<file path="config.mk">
export PLATFORM = sky130hd
export DESIGN_NAME = tcp_rx_assembler
export DESIGN_NICKNAME = d
export VERILOG_FILES = /design/src/rtl/tcp_pkg.sv /design/src/rtl/tcp_csum16.sv /design/src/rtl/tcp_rx_assembler.sv
export SDC_FILE = /design/constraint.sdc
export NUM_CORES = 1
export LEC_CHECK = 0
export BUFFER_PORTS_ARGS = -buffer_cell sky130_fd_sc_hd__buf_2
export CAP_MARGIN = 40
export CORE_MARGIN = 8
export CORE_UTILIZATION = 59
export DETAILED_ROUTE_END_ITERATION = 8
export GPL_TIMING_DRIVEN = 0
export PLACE_DENSITY = 0.91
export SYNTH_ARGS = -nofsm -noshare
export SYNTH_HDL_FRONTEND = slang
export SYNTH_SLANG_ARGS = --single-unit
</file>
<file path="constraint.sdc">
create_clock -name clk -period 16.15 [get_ports clk]
set_input_delay 3.23 -clock clk [delete_from_list [all_inputs] [get_ports clk]]
set_output_delay 3.23 -clock clk [all_outputs]
set_load 0.02 [all_outputs]
</file>
<file path="src/rtl/tcp_pkg.sv">
// -----------------------------------------------------------------------------
// tcp_pkg
// Shared definitions for the TCP receive path (tcp_rx_assembler, tcp_client):
// word width, packet size, checksum field position and assembler state codes.
// No ports (package).
// -----------------------------------------------------------------------------
package tcp_pkg;

  localparam int TCP_WORD_W    = 32;
  localparam int TCP_PKT_WORDS = 7;
  localparam int TCP_PKT_W     = TCP_WORD_W * TCP_PKT_WORDS;

  // Checksum field occupies the upper halfword of word 4.
  localparam int TCP_CSUM_LO   = 144;
  localparam int TCP_CSUM_HI   = 159;
  localparam int TCP_CSUM_WORD = TCP_CSUM_LO / TCP_WORD_W;

  typedef enum logic [1:0] {
    ST_COLLECT = 2'd0,
    ST_DRAIN   = 2'd1,
    ST_HOLD    = 2'd2
  } rx_state_t;

  // Extract the checksum field from an assembled packet.
  function automatic logic [15:0] csum_field(input logic [TCP_PKT_W-1:0] pkt);
    return pkt[TCP_CSUM_HI:TCP_CSUM_LO];
  endfunction

endpackage

</file>
<file path="src/rtl/tcp_csum16.sv">
// -----------------------------------------------------------------------------
// tcp_csum16
// 16-bit ones'-complement adder with end-around carry.
// Ports:
//   a, b : 16-bit addends
//   y    : 16-bit ones'-complement sum
// -----------------------------------------------------------------------------
module tcp_csum16 (
  input  logic [15:0] a,
  input  logic [15:0] b,
  output logic [15:0] y
);

  logic [16:0] raw;

  // The folded carry can never overflow again: max is 0xFFFE + 1.
  always_comb begin
    raw = {1'b0, a} + {1'b0, b};
    y   = raw[15:0] + {15'd0, raw[16]};
  end

endmodule

</file>
<file path="src/rtl/tcp_rx_assembler.sv">
// -----------------------------------------------------------------------------
// tcp_rx_assembler
// Collects PKT_WORDS 32-bit receive words into one TCP packet, verifies the
// ones'-complement checksum on the fly and presents good packets downstream
// with a valid/ready handshake. Short, long and bad-checksum frames are dropped
// and counted.
// Ports:
//   clk, rst      : clock, synchronous active-high reset
//   word_in       : receive word; word k lands in packet bits [32k+31:32k]
//   word_valid    : word_in valid
//   word_last     : word_in is the last word of its frame
//   word_ready    : word accepted this cycle when word_valid is also high
//   packet_out    : assembled packet (tcp_pkg layout)
//   packet_valid  : packet_out holds a checked packet
//   packet_ready  : downstream consumes packet_out
//   csum_err      : one-cycle pulse, packet dropped for bad checksum
//   frame_err     : one-cycle pulse, frame dropped for wrong length
//   drop_cnt      : saturating count of dropped frames
// -----------------------------------------------------------------------------
module tcp_rx_assembler
  import tcp_pkg::*;
#(
  parameter int PKT_WORDS = TCP_PKT_WORDS
) (
  input  logic                            clk,
  input  logic                            rst,
  input  logic [TCP_WORD_W-1:0]           word_in,
  input  logic                            word_valid,
  input  logic                            word_last,
  output logic                            word_ready,
  output logic [TCP_WORD_W*PKT_WORDS-1:0] packet_out,
  output logic                            packet_valid,
  input  logic                            packet_ready,
  output logic                            csum_err,
  output logic                            frame_err,
  output logic [7:0]                      drop_cnt
);

  localparam int               CNT_W    = $clog2(PKT_WORDS);
  localparam logic [CNT_W-1:0] LAST_IDX = CNT_W'(PKT_WORDS - 1);
  localparam logic [CNT_W-1:0] CSUM_IDX = CNT_W'(TCP_CSUM_WORD);

  rx_state_t        state, state_nxt;
  logic [CNT_W-1:0] cnt, cnt_nxt;
  logic [15:0]      sum, sum_nxt;
  logic             valid_nxt;
  logic             csum_err_nxt;
  logic             frame_err_nxt;
  logic             wr_en;
  logic             accept;

  logic [15:0]      hi_add;
  logic [15:0]      sum_hi;
  logic [15:0]      sum_word;

  assign word_ready = !rst && (state != ST_HOLD);
  assign accept     = word_valid && word_ready;

  // The checksum field itself is excluded from the running sum.
  assign hi_add = (cnt == CSUM_IDX) ? 16'h0000 : word_in[31:16];

  tcp_csum16 u_csum_hi (
    .a (sum),
    .b (hi_add),
    .y (sum_hi)
  );

  tcp_csum16 u_csum_lo (
    .a (sum_hi),
    .b (word_in[15:0]),
    .y (sum_word)
  );

  always_comb begin
    state_nxt     = state;
    cnt_nxt       = cnt;
    sum_nxt       = sum;
    valid_nxt     = packet_valid;
    csum_err_nxt  = 1'b0;
    frame_err_nxt = 1'b0;
    wr_en         = 1'b0;

    case (state)
      ST_COLLECT: begin
        if (accept) begin
          wr_en = 1'b1;
          if (cnt == LAST_IDX) begin
            cnt_nxt = '0;
            sum_nxt = '0;
            if (word_last) begin
              // Field was stored with word 4; compare with the final sum.
              if (~sum_word == packet_out[TCP_CSUM_HI:TCP_CSUM_LO]) begin
                state_nxt = ST_HOLD;
                valid_nxt = 1'b1;
              end else begin
                csum_err_nxt = 1'b1;
              end
            end else begin
              frame_err_nxt = 1'b1;
              state_nxt     = ST_DRAIN;
            end
          end else if (word_last) begin
            frame_err_nxt = 1'b1;
            cnt_nxt       = '0;
            sum_nxt       = '0;
          end else begin
            cnt_nxt = cnt + CNT_W'(1);
            sum_nxt = sum_word;
          end
        end
      end

      ST_DRAIN: begin
        if (accept && word_last) begin
          state_nxt = ST_COLLECT;
        end
      end

      ST_HOLD: begin
        if (packet_ready) begin
          valid_nxt = 1'b0;
          state_nxt = ST_COLLECT;
          cnt_nxt   = '0;
          sum_nxt   = '0;
        end
      end

      default: begin
        state_nxt = ST_COLLECT;
        cnt_nxt   = '0;
        sum_nxt   = '0;
        valid_nxt = 1'b0;
      end
    endcase
  end

  // ---- control registers ----
  always_ff @(posedge clk) begin
    if (rst) begin
      state        <= ST_COLLECT;
      cnt          <= '0;
      sum          <= '0;
      packet_valid <= 1'b0;
      csum_err     <= 1'b0;
      frame_err    <= 1'b0;
      drop_cnt     <= '0;
    end else begin
      state        <= state_nxt;
      cnt          <= cnt_nxt;
      sum          <= sum_nxt;
      packet_valid <= valid_nxt;
      csum_err     <= csum_err_nxt;
      frame_err    <= frame_err_nxt;
      if ((csum_err_nxt || frame_err_nxt) && (drop_cnt != 8'hFF)) begin
        drop_cnt <= drop_cnt + 8'd1;
      end
    end
  end

  // ---- packet slot storage ----
  always_ff @(posedge clk) begin
    if (rst) begin
      packet_out <= '0;
    end else begin
      for (int k = 0; k < PKT_WORDS; k++) begin
        if (wr_en && (cnt == CNT_W'(k))) begin
          packet_out[TCP_WORD_W*k +: TCP_WORD_W] <= word_in;
        end
      end
    end
  end

endmodule
</file>
# Yosys cells after proc, flatten, opt, wreduce, memory -nomap -nowiden
# Index checks and enable logic that the tools add are counted.
dict set report totals {
  register_bits 256
  input_bits 37
  output_inout_bits 236
}
dict set report op_classes {
  add_sub_neg 6
  n_eq_ne 18
  mux 36
  n_bitwise 2
  n_reduce_logical 18
}
# operator n
set ops {}
lappend ops {{$mux 16} 5}
lappend ops {{$pmux 16 s3} 1}
lappend ops {{$add 16x16->17} 2}
lappend ops {{$add 16x1->16} 2}
lappend ops {{$mux 1} 17}
lappend ops {{$eq 16x16->1} 1}
lappend ops {{$not 16->16} 1}
lappend ops {{$ne 2x2->1 const B} 7}
lappend ops {{$mux 2} 6}
lappend ops {{$mux 3} 4}
lappend ops {{$logic_and 1x1->1} 11}
lappend ops {{$eq 3x3->1 const B} 3}
lappend ops {{$pmux 3 s3} 1}
lappend ops {{$add 8x1->8 const B} 1}
lappend ops {{$ne 8x8->1 const B} 1}
lappend ops {{$eq 3x2->1 const B} 2}
lappend ops {{$pmux 2 s3} 1}
lappend ops {{$reduce_and 6->1} 1}
lappend ops {{$reduce_and 5->1} 1}
lappend ops {{$add 3x1->3 const B} 1}
lappend ops {{$eq 3x1->1 const B} 1}
lappend ops {{$logic_not 3->1} 1}
lappend ops {{$ne 3x3->1 const B} 1}
lappend ops {{$pmux 1 s3} 1}
lappend ops {{other kinds (7)} 7}

# Logic depth before layout (Yosys ltp)
# Gate-level depths: netlist of the first run.
dict set report depth {
  ltp_word 15
  mapped_depth 48
  depth_no_buf 45
}

# Cells and area by module
# From an unflattened synthesis of the first run, not the netlist that was laid out.
dict set report unflattened {
  cells_unflattened 1499
  area_unflattened_um2 11803.8
}
# module n_inst cells_each area_each_um2 seq_area_each_um2
set modules_own_cells {}
lappend modules_own_cells {tcp_rx_assembler 1 1212 9555.4 5124.9}
lappend modules_own_cells {{tcp_csum16 (u_csum_hi)} 1 141 1138.6 0.0}
lappend modules_own_cells {{tcp_csum16 (u_csum_lo)} 1 146 1109.8 0.0}

# Worst setup path after synthesis of the first run
# OpenSTA, ideal clock, no wires.
dict set report synth_path {
  path_type {input-to-reg}
  from {input port word_in[16]}
  to {register drop_cnt[5]}
  setup_ps 70
  arrival_time_ps 10760
  required_time_ps 16080
  path_slack_ps 5319
  cell_stages 45
  n_path_buf 4
  cell_sequence {clkbuf_1 -> and2_1 -> ha_1 -> inv_1 -> fa_1 -> nor2b_1 -> o21a_1 -> o21a_1 -> o211ai_1 -> a211oi_1 -> or4_1 -> a31o_2 -> a21oi_1 -> nor2b_1 -> o21ai_0 -> nand2b_1 -> ha_1 -> nand2b_1 -> [9 not listed] -> o21ai_0 -> o41ai_2 -> nor2b_1 -> o21ai_0 -> nand2b_1 -> ha_1 -> o2111a_1 -> and4_1 -> and3_1 -> buf_2 -> nand3_1 -> nor4_2 -> xor2_1 -> a22oi_2 -> nor4_2 -> buf_6 -> or4_1 -> a21oi_1}
}
dict set report synth_between {
  elab_chain_len 14
}
# element line
set synth_lines {}
lappend synth_lines {{from (decl)} tcp_rx_assembler.sv:27} ;# input logic [TCP_WORD_W-1:0] word_in,
lappend synth_lines {{$mux 16} tcp_rx_assembler.sv:60} ;# assign hi_add = (cnt == CSUM_IDX) ? 16'h0000 : word_in[31:16];
lappend synth_lines {{$add 16x16->17} tcp_csum16.sv:18} ;# raw = {1'b0, a} + {1'b0, b};
lappend synth_lines {{$add 16x1->16} tcp_csum16.sv:19} ;# y = raw[15:0] + {15'd0, raw[16]};
lappend synth_lines {{$add 16x16->17} tcp_csum16.sv:18}
lappend synth_lines {{$add 16x1->16} tcp_csum16.sv:19}
lappend synth_lines {{$not 16->16} tcp_rx_assembler.sv:92} ;# if (~sum_word == packet_out[TCP_CSUM_HI:TCP_CSUM_LO]) begin
lappend synth_lines {{$eq 16x16->1} tcp_rx_assembler.sv:92}
lappend synth_lines {{$mux 1} tcp_rx_assembler.sv:92}
lappend synth_lines {{$mux 1} tcp_rx_assembler.sv:90} ;# if (word_last) begin
lappend synth_lines {{$mux 1} tcp_rx_assembler.sv:87} ;# if (cnt == LAST_IDX) begin
lappend synth_lines {{$mux 1} tcp_rx_assembler.sv:85} ;# if (accept) begin
lappend synth_lines {{$mux 1} tcp_rx_assembler.sv:83} ;# case (state)
lappend synth_lines {{$logic_or 1x1->1} tcp_rx_assembler.sv:154} ;# if ((csum_err_nxt || frame_err_nxt) && (drop_cnt != 8'hFF)) begin
lappend synth_lines {{$logic_and 1x1->1} tcp_rx_assembler.sv:154}
lappend synth_lines {{to (signal assigned)} tcp_rx_assembler.sv:155} ;# drop_cnt <= drop_cnt + 8'd1;
lappend synth_lines {{to (decl)} tcp_rx_assembler.sv:36} ;# output logic [7:0] drop_cnt
# No other way between the ends.
# A chain may end at the register's enable or synchronous reset.

# Final worst setup path of the first run
dict set report layout_path {
  from {input port word_in[16]}
  to {register drop_cnt[2]}
}
# Same word-level chain as after synthesis.

==> results.toml, run 1 <==
[die]
io_pins = 273
die_x_um = 158
die_area_um2 = 24900
rows = 52
die_h_um = 158
start_util = 0.594
core_area_um2 = 20000

[layout]
antenna_cells = 0
design_area_um2 = 14300
layout_commonest_cell = "nand2_1"
layout.cells.non_filler = 2110
final_util = 0.718
fill_cells = 1551
drive_above_1_share = 0.179
regArea_um2 = 5120
final_cell_mix = "nand2_1 (483), a21oi_1 (265), buf_2 (260)"
multiInputGateArea_um2 = 6240
fin_nets = 1903
area.growth.synth_to_final_pct = 20.9

[setup_path]
crit_buf_inv = 5
worst_setup_path_end_kind = "flip-flop"
ff2ff_path_depth = 46
worstPathArrival_ns = 13.10
required_ns = 16.55
critPathLaunchType = "input port"
r2r-start = "cnt[0]$_SDFFE_PP0P_"
max_stage_delay_ns = 0.58
worstSetupPathType = "input port to flip-flop"
cp_max_fo = 10
rr_endpoint = "drop_cnt[2]$_SDFFE_PP0P_"
crit_family = "simple AND/OR/NAND/NOR gates"
crit_slowest_cell = "nor4_2"
rrSetupSlack_ns = 5.62

[clocking]
clock_path_buffers = 3
cts_tree = "done"
hold_buffers = 0
cts_resized = 0
clk-insertion-delay-late_ns = 0.53
htree_levels = 1
clk_pin_slew_ns = 0.06
numCtsBuffers = 25
root_buffer = "clkbuf_16"
cts.sinks = 256
cts_setup_buffers = 0

[pwr]
powerDensity_nw_per_um2 = 110
p_leak_nw = 5.90
total_power_mw = 1.57
ir_drop_mv = 0.0853

[sta]
max_freq_mhz = 78.8
tns_ns = 0
clock_skew_ns = 0.0151
finalSetupViolations = 0
final-hold-violation-count = 0
period_needed_ns = 12.70
tightest_slew_ns = 0.866
hold_ws_ns = 0.451
slew_headroom = 0.423
fin_ws_ns = 3.45
fin_crit_sh = 0.786
maxSlewViolCount = 0
rsz0062_at_grt = "no"

[route]
drcViolationCount = 0
firstDrtPassIters = 5
final_antenna_net_count = 0
drt-wirelength-per-cell_um = 20.3
drtIter0Drc = 1192
vias_per_cell = 6.02
drt_wl_total_um = 42900
vias = 12700

[yosys]
synth_area_leaders = "dfxtp_1 (43%), nand2_1 (15%), a21oi_1 (11%)"
yosys_warnings = 0
yosysTopAreaCell = "dfxtp_1"
syn-num-nets = 1620
synth_area_um2 = 11900
ys_async_sr_fraction = 0
yosysSeqAreaShare = 0.432
ys.flop_type = "dfxtp_1"
synth_seq_cells = 256
synth_area_per_cell_um2 = 7.71
synth_edf_count = 0
yosysTopAreaCellShare = 0.432
netlist_instances = 1538
synth.distinct_cells = 73

[grt]
grt_max_degree = 15
grt_pass1_wl_um = 64000
antenna_found_initial = 0
grt_pass1_vias = 11900
grt.overflow.total = 0
grt_use_total = 0.330

[status]
outcome = "complete, no violations"

[placed_design]
place_area_um2 = 13500
dpl_worst_slack_ns = 3.18
io_buffers = 256
dp.final_hpwl_um = 31800
gp_congestion = 0.941
numPlacedInstances = 2064

[min_path]
hold_path_end = "packet_out[211]$_SDFFE_PP0P_"
hold_start = "packet_out[211]$_SDFFE_PP0P_"
hp-class = "flip-flop to flip-flop"
hold_depth = 2

[run]
drv_cap = 0
[synth_stat cells (6+ instances only)]
library cell	instances
nand2b_1	6
a21oi_1	265
or3_1	11
xor2_1	17
o211ai_1	6
inv_1	19
nor3_1	23
and2_1	21
ha_1	43
clkbuf_1	101
nand2_1	483
a22oi_1	15
and3_1	12
xnor2_1	32
dfxtp_1	256
nor2b_1	7
nand3_1	31
nor2_1	52
or4_1	6
o21ai_0	18
nand4_1	9
a21o_1	10
[layout make-up]
class                   count  share of cell area
well taps                 270              0.0236
inverters                  19             0.00498
flip-flops and latches    256               0.358
multi-input cells        1156               0.436
clock inverters             7             0.00690
plain buffers             107              0.0290
clock buffers              39              0.0529
repair buffers            256              0.0894
[cells by family after synthesis]
logic type / share of synthesized area
compound gates: 0.181
xor+xnor: 0.0439
fa+ha+maj: 0.0488
buf+inv: 0.0411
flops: 0.432
mux: 0.00348
simple gates: 0.250
[where the power goes]
part | switching, mW | leakage (nW) | internal [mW] | total (mW)
clock network | 0.252 | 0.424 | 0.356 | 0.608
logic | 0.205 | 3.41 | 0.115 | 0.321
registers | 0.00574 | 2.07 | 0.640 | 0.645
[how the worst max path moves through the flow]
stage                 from                       end  slack (ns)  depth (start not counted)
3_3_place_gp   word_in[16]  drop_cnt[2]$_SDFFE_PP0P_        3.48                         45
4_1_cts        word_in[16]  drop_cnt[2]$_SDFFE_PP0P_        3.68                         45
6_report       word_in[16]  drop_cnt[2]$_SDFFE_PP0P_        3.45                         45
3_5_place_dp   word_in[16]  drop_cnt[2]$_SDFFE_PP0P_        3.18                         45
2_1_floorplan  word_in[16]  drop_cnt[5]$_SDFFE_PP0P_        5.32                         45
5_1_grt        word_in[16]  drop_cnt[2]$_SDFFE_PP0P_        2.78                         45
[metal layers]
layer / vias to the layer above / track usage / part of all wire
met5: - / 0 / 0
met4: 0 / 0.193 / 0.060
met3: 173 / 0.0805 / 0.13
met2: 855 / 0.525 / 0.44
met1: 5918 / 0.401 / 0.37
li1: 5753 / - / -
[state kept, by name, indices dropped and copies added (netlist names)]
| register | flops |
|---|---|
| packet_out | 224 |
| sum | 16 |
| drop_cnt | 8 |
| cnt | 3 |
| state | 2 |
| csum_err | 1 |
| frame_err | 1 |
| packet_valid | 1 |
[tightest hold or removal path, cell delays in order (launching register included)]
cell	delay (ns)
dfxtp_1	0.30
nand2_1	0.05
a21oi_1	0.05
No activity file was read; power rests on OpenSTA's default activity.
==> run 2: changes to the inputs <==
Settings changed: CORE_UTILIZATION 59 to 54, PLACE_DENSITY 0.91 to 0.85.
Clock period 16.15 ns to 11.8 ns, I/O delays scaled along.
==> run 2 against run 1 <==
Effect of this change:
- sequential cell count is the same
- hold slack worse by 0.00052 ns
- register-to-register slack got worse by 3.9 ns
- cell area increased by 0.36%
- power increased by 39%
- first-iteration DRC count rose by 19%
- clock skew shrank 0.0020 ns
- via count shrank 2.1%
- cell count up 0.62%
- clock power up 41%
- critical path type unchanged
- largest cell class unchanged
- largest power group unchanged
==> results.toml, run 2 (synthesis results as in run 1) <==
[pwr]
p_leak_nw = 5.92
internal-power_mw = 1.54
ir_drop_mv = 0.107
powerDensity_nw_per_um2 = 152
p_switching_mw = 0.638
comb_power_share = 0.202
p_sw_frac = 0.293
power_frac_clock = 0.393
total_power_mw = 2.18
seqPwrFrac = 0.405

[setup_path]
cp_max_fo = 8
required_ns = 12.25
worstPathArrival_ns = 11.42
worstSetupPathType = "input port to flip-flop"
worst_setup_path_end_kind = "flip-flop"
max_stage_delay_ns = 0.56
critPathLaunchType = "input port"
crit_slowest_cell = "o41ai_2"

[sta]
finalSetupViolations = 0
tns_ns = 0
rsz0062_at_grt = "no"
maxSlewViolCount = 0
final-hold-violation-count = 0
fin_crit_sh = 0.930
slew_headroom = 0.427
clock_skew_ns = 0.0131
fin_ws_ns = 0.824
period_needed_ns = 10.98
tightest_slew_ns = 0.859
max_freq_mhz = 91.1

[grt]
grt_use_total = 0.303
grt_max_degree = 15
antenna_found_initial = 1
grt_pass1_wl_um = 64500
grt_pass1_vias = 11800
grt.overflow.total = 0

[run]
drv_cap = 0

[layout]
area.growth.synth_to_final_pct = 21.3
regArea_um2 = 5120
fin_nets = 1904
fill_cells = 1847
regMostFlops = "packet_out"
design_area_um2 = 14400
drive_above_1_share = 0.181
multiInputGateArea_um2 = 6250
layout_commonest_cell = "nand2_1"
largest_reg_flops = 224
final_cell_mix = "nand2_1 (483), a21oi_1 (265), buf_2 (260)"
reg.largest.list = "packet_out x224, sum x16, drop_cnt x8"
final_util = 0.663

[clocking]
clk_pin_slew_ns = 0.06
clock_path_buffers = 3
htree_levels = 1
numCtsBuffers = 26
clk-insertion-delay-late_ns = 0.53
hold_buffers = 0
root_buffer = "clkbuf_16"
cts.sinks = 256
cts_tree = "done"

[die]
io_pins = 273
die_area_um2 = 27000
start_util = 0.547
die_h_um = 164
rows = 54
core_area_um2 = 21700
die_x_um = 164

[placed_design]
gp_congestion = 0.984
io_buffers = 256
dp.final_hpwl_um = 32100
dpl_worst_slack_ns = 0.0101
place_area_um2 = 13500

[route]
vias_per_cell = 5.85
firstDrtPassIters = 6
drt_wl_total_um = 42900
drt-wirelength-per-cell_um = 20.2
drtIter0Drc = 1424
vias = 12400
drcViolationCount = 0
final_antenna_net_count = 0

[status]
outcome = "complete, no violations"

[min_path]
hp-class = "flip-flop to flip-flop"
-- run 2: cell count changes in the layout (fill, tap and decap cells not counted), sizes merged --
cell | previous run | this run
clkinv | 2 | 8
clkbuf | 141 | 138
inv | 22 | 19
bufinv | 2 | 3
clkinvlp | 0 | 1
diode | 0 | 1
-- run 2: layer usage --
metal,part of all wire,track usage,wire [µm],vias to the layer above
met5,0,0,0,-
met4,0.046,0.146,1970,0
met3,0.12,0.0722,5010,145
met2,0.45,0.487,19300,708
met1,0.39,0.375,16700,5815
li1,-,-,-,5761
-- run 2: worst paths after layout --
| check | start | end | slack, ns | cells past startpoint |
|---|---|---|---|---|
| worst min register to register | packet_out[162]$_SDFFE_PP0P_ | packet_out[162]$_SDFFE_PP0P_ | 0.45 | 2 |
| worst min-delay path | packet_out[162]$_SDFFE_PP0P_ | packet_out[162]$_SDFFE_PP0P_ | 0.45 | 2 |
| worst max register to register | cnt[0]$_SDFFE_PP0P_ | packet_valid$_SDFFE_PP0P_ | 1.74 | 46 |
| worst max-delay path | word_in[16] | packet_valid$_SDFFE_PP0P_ | 0.82 | 45 |
-- run 2: through the flow --
step	cells	hold WS [ns]
after floorplan	1538	0.436
after global placement	2074	0.438
after detailed placement	2074	0.444
after CTS	2122	0.453
after global routing	2123	0.468
final	2123	0.450
-- run 2: power groups by stage --
| stage | Sequential (mW) | Combinational (mW) | Clock [mW] |
|---|---|---|---|
| 5_1_grt | 0.884 | 0.474 | 0.893 |
| 3_3_place_gp | 0.902 | 0.417 | 0 |
| 3_5_place_dp | 0.902 | 0.428 | 0 |
| 6_report | 0.883 | 0.440 | 0.858 |
| 2_1_floorplan | 0.909 | 0.309 | 0 |
| 4_1_cts | 0.883 | 0.431 | 0.852 |
-- run 2: final cells by class --
| cell class | instances | share of cell area |
|---|---|---|
| inverters | 19 | 0.00496 |
| repair buffers | 256 | 0.0891 |
| plain buffers | 107 | 0.0290 |
| multi-input cells | 1156 | 0.434 |
| diodes | 1 | 0.000174 |
| clock buffers | 36 | 0.0521 |
| clock inverters | 12 | 0.00957 |
| well taps | 280 | 0.0244 |
| flip-flops and latches | 256 | 0.356 |
-- run 2: worst max-delay path, delay by kind of cell --
kind            cells  cell delay (ns)
compound gates     16             3.43
xor+xnor            1             0.28
fa+ha+maj           5             1.28
buf+inv             4             0.68
simple gates       19             3.38
-- run 2: timing repair --
item,CTS,global route
endpoints found under the setup margin,0,11
buffers inserted,0,0
gates resized for setup,0,4
==> run 3: changes to the inputs <==
Settings changed: GPL_TIMING_DRIVEN 0 to unset.
==> run 3 against run 2 <==
Effect of this change:
- die area stayed put
- combinational power fell by 1%
- via count decreased by 5.4%
- cell count is 3.7% lower
- critical path depth decreased by 3
- power rose by 2.3%
- sequential cell count unchanged
- non-clock buffer count decreased by 74
- hold slack gained 0.00059 ns
- critical endpoint is now drop_cnt[2]$_SDFFE_PP0P_
- worst setup slack improved by 0.15 ns
- first-iteration DRC count is 17% lower
- routed wire length fell by 5.9%
==> results.toml, run 3 (synthesis results as in run 1) <==
[die]
rows = 54
die_x_um = 164
io_pins = 273
start_util = 0.547
core_area_um2 = 21700
die_area_um2 = 27000
die_h_um = 164

[layout]
reg.largest.list = "packet_out x224, sum x16, drop_cnt x8"
design_area_um2 = 14300
layout_commonest_cell = "nand2_1"
final_util = 0.658
drive_above_1_share = 0.205
largest_reg_flops = 224
layout.cells.non_filler = 2045
multiInputGateArea_um2 = 6250
fill_cells = 1803
antenna_cells = 0
fin_nets = 1830
final_cell_mix = "nand2_1 (483), buf_2 (271), a21oi_1 (265)"
area.growth.synth_to_final_pct = 20.4
regArea_um2 = 5120
regMostFlops = "packet_out"

[placed_design]
io_buffers = 272
dp.final_hpwl_um = 29000
gp_congestion = 0.950
numPlacedInstances = 2000
dpl_worst_slack_ns = 0.632
place_area_um2 = 13300

[grt]
grt_use_total = 0.286
grt.overflow.total = 0
grt_pass1_vias = 11200
grt_pass1_wl_um = 61200
antenna_found_initial = 1
grt_max_degree = 117

[setup_path]
worstPathArrival_ns = 11.22
worstSetupPathType = "input port to flip-flop"
crit_slowest_cell = "nor4_2"
critPathLaunchType = "input port"
max_stage_delay_ns = 0.78
required_ns = 12.20
cp_max_fo = 12
worst_setup_path_end_kind = "flip-flop"

[clocking]
cts.sinks = 256
htree_levels = 1
root_buffer = "clkbuf_16"
clock_path_buffers = 3
numCtsBuffers = 26
cts_tree = "done"
clk_pin_slew_ns = 0.06
cts_setup_buffers = 0
cts_resized = 0
hold_buffers = 0
clk-insertion-delay-late_ns = 0.55

[sta]
final-hold-violation-count = 0
rsz0062_at_grt = "no"
clock_skew_ns = 0.0212
finalSetupViolations = 0
slew_headroom = 0.420
fin_crit_sh = 0.917
fin_ws_ns = 0.976
tns_ns = 0
tightest_slew_ns = 0.870
period_needed_ns = 10.82
max_freq_mhz = 92.4
maxSlewViolCount = 0

[route]
final_antenna_net_count = 0
drt_wl_total_um = 40400
firstDrtPassIters = 6
drt-wirelength-per-cell_um = 19.8
drtIter0Drc = 1176
vias_per_cell = 5.75
drcViolationCount = 0
vias = 11800

[status]
outcome = "complete, no violations"

[run]
drv_cap = 0

[pwr]
p_leak_nw = 5.95
powerDensity_nw_per_um2 = 156
ir_drop_mv = 0.106

[min_path]
hp-class = "flip-flop to flip-flop"
## run 3: cell types whose count changed in the layout (fill, tap and decap cells not counted), moves of 2 or more
| cell | before | now |
|---|---|---|
| buf_2 | 260 | 271 |
| buf_4 | 0 | 16 |
| bufinv_16 | 3 | 6 |
| clkbuf_1 | 105 | 2 |
| clkbuf_2 | 2 | 0 |
| clkinv_2 | 8 | 2 |
| clkinv_4 | 0 | 2 |
| nor2_1 | 52 | 50 |
| nor2_2 | 0 | 2 |
## run 3: cell type report
| class | instances | share of cell area |
|---|---|---|
| Clock inverter | 12 | 0.0162 |
| Inverter | 19 | 0.00500 |
| Timing Repair Buffer | 289 | 0.106 |
| Clock buffer | 33 | 0.0509 |
| Multi-Input combinational cell | 1156 | 0.438 |
| Sequential cell | 256 | 0.359 |
| Tap cell | 280 | 0.0246 |
## run 3: worst max-delay path, delay by kind of cell
family | cells | cell delay (ns)
and+or+nand+nor | 19 | 4.23
buffers and inverters | 2 | 0.26
adders and majority gates | 5 | 1.37
muxes | 2 | 0.42
xor gates and xnor gates | 1 | 0.10
AOI/OAI and AO/OA | 13 | 2.45
## run 3: routing by layer
| metal | track usage | routed length, µm | up-vias |
|---|---|---|---|
| li1 | - | - | 5600 |
| met1 | 0.352 | 15700 | 5447 |
| met2 | 0.472 | 18200 | 586 |
| met3 | 0.0607 | 4420 | 124 |
| met4 | 0.135 | 2080 | 2 |
| met5 | 0 | 12 | - |
## run 3: per-stage QoR
step	total power, mW	hold WS [ns]
floorplan	1.22	0.436
global placement	1.32	0.438
detailed placement	1.33	0.443
CTS	2.23	0.452
global route	2.32	0.466
finish	2.23	0.451
## run 3: power breakdown
part           internal, mW  leakage [nW]  switching (mW)
sequential            0.876          2.07         0.00814
clock                 0.566         0.467           0.347
combinational         0.156          3.42           0.279
total                  1.60          5.95           0.634
## run 3: worst paths after layout
path,from,cells past startpoint,to,slack (ns)
worst max-delay path,word_in[16],42,drop_cnt[2]$_SDFFE_PP0P_,0.98
worst min register to register,packet_out[140]$_SDFFE_PP0P_,2,packet_out[140]$_SDFFE_PP0P_,0.45
worst max register to register,cnt[0]$_SDFFE_PP0P_,44,drop_cnt[2]$_SDFFE_PP0P_,1.83
worst min-delay path,packet_out[140]$_SDFFE_PP0P_,2,packet_out[140]$_SDFFE_PP0P_,0.45
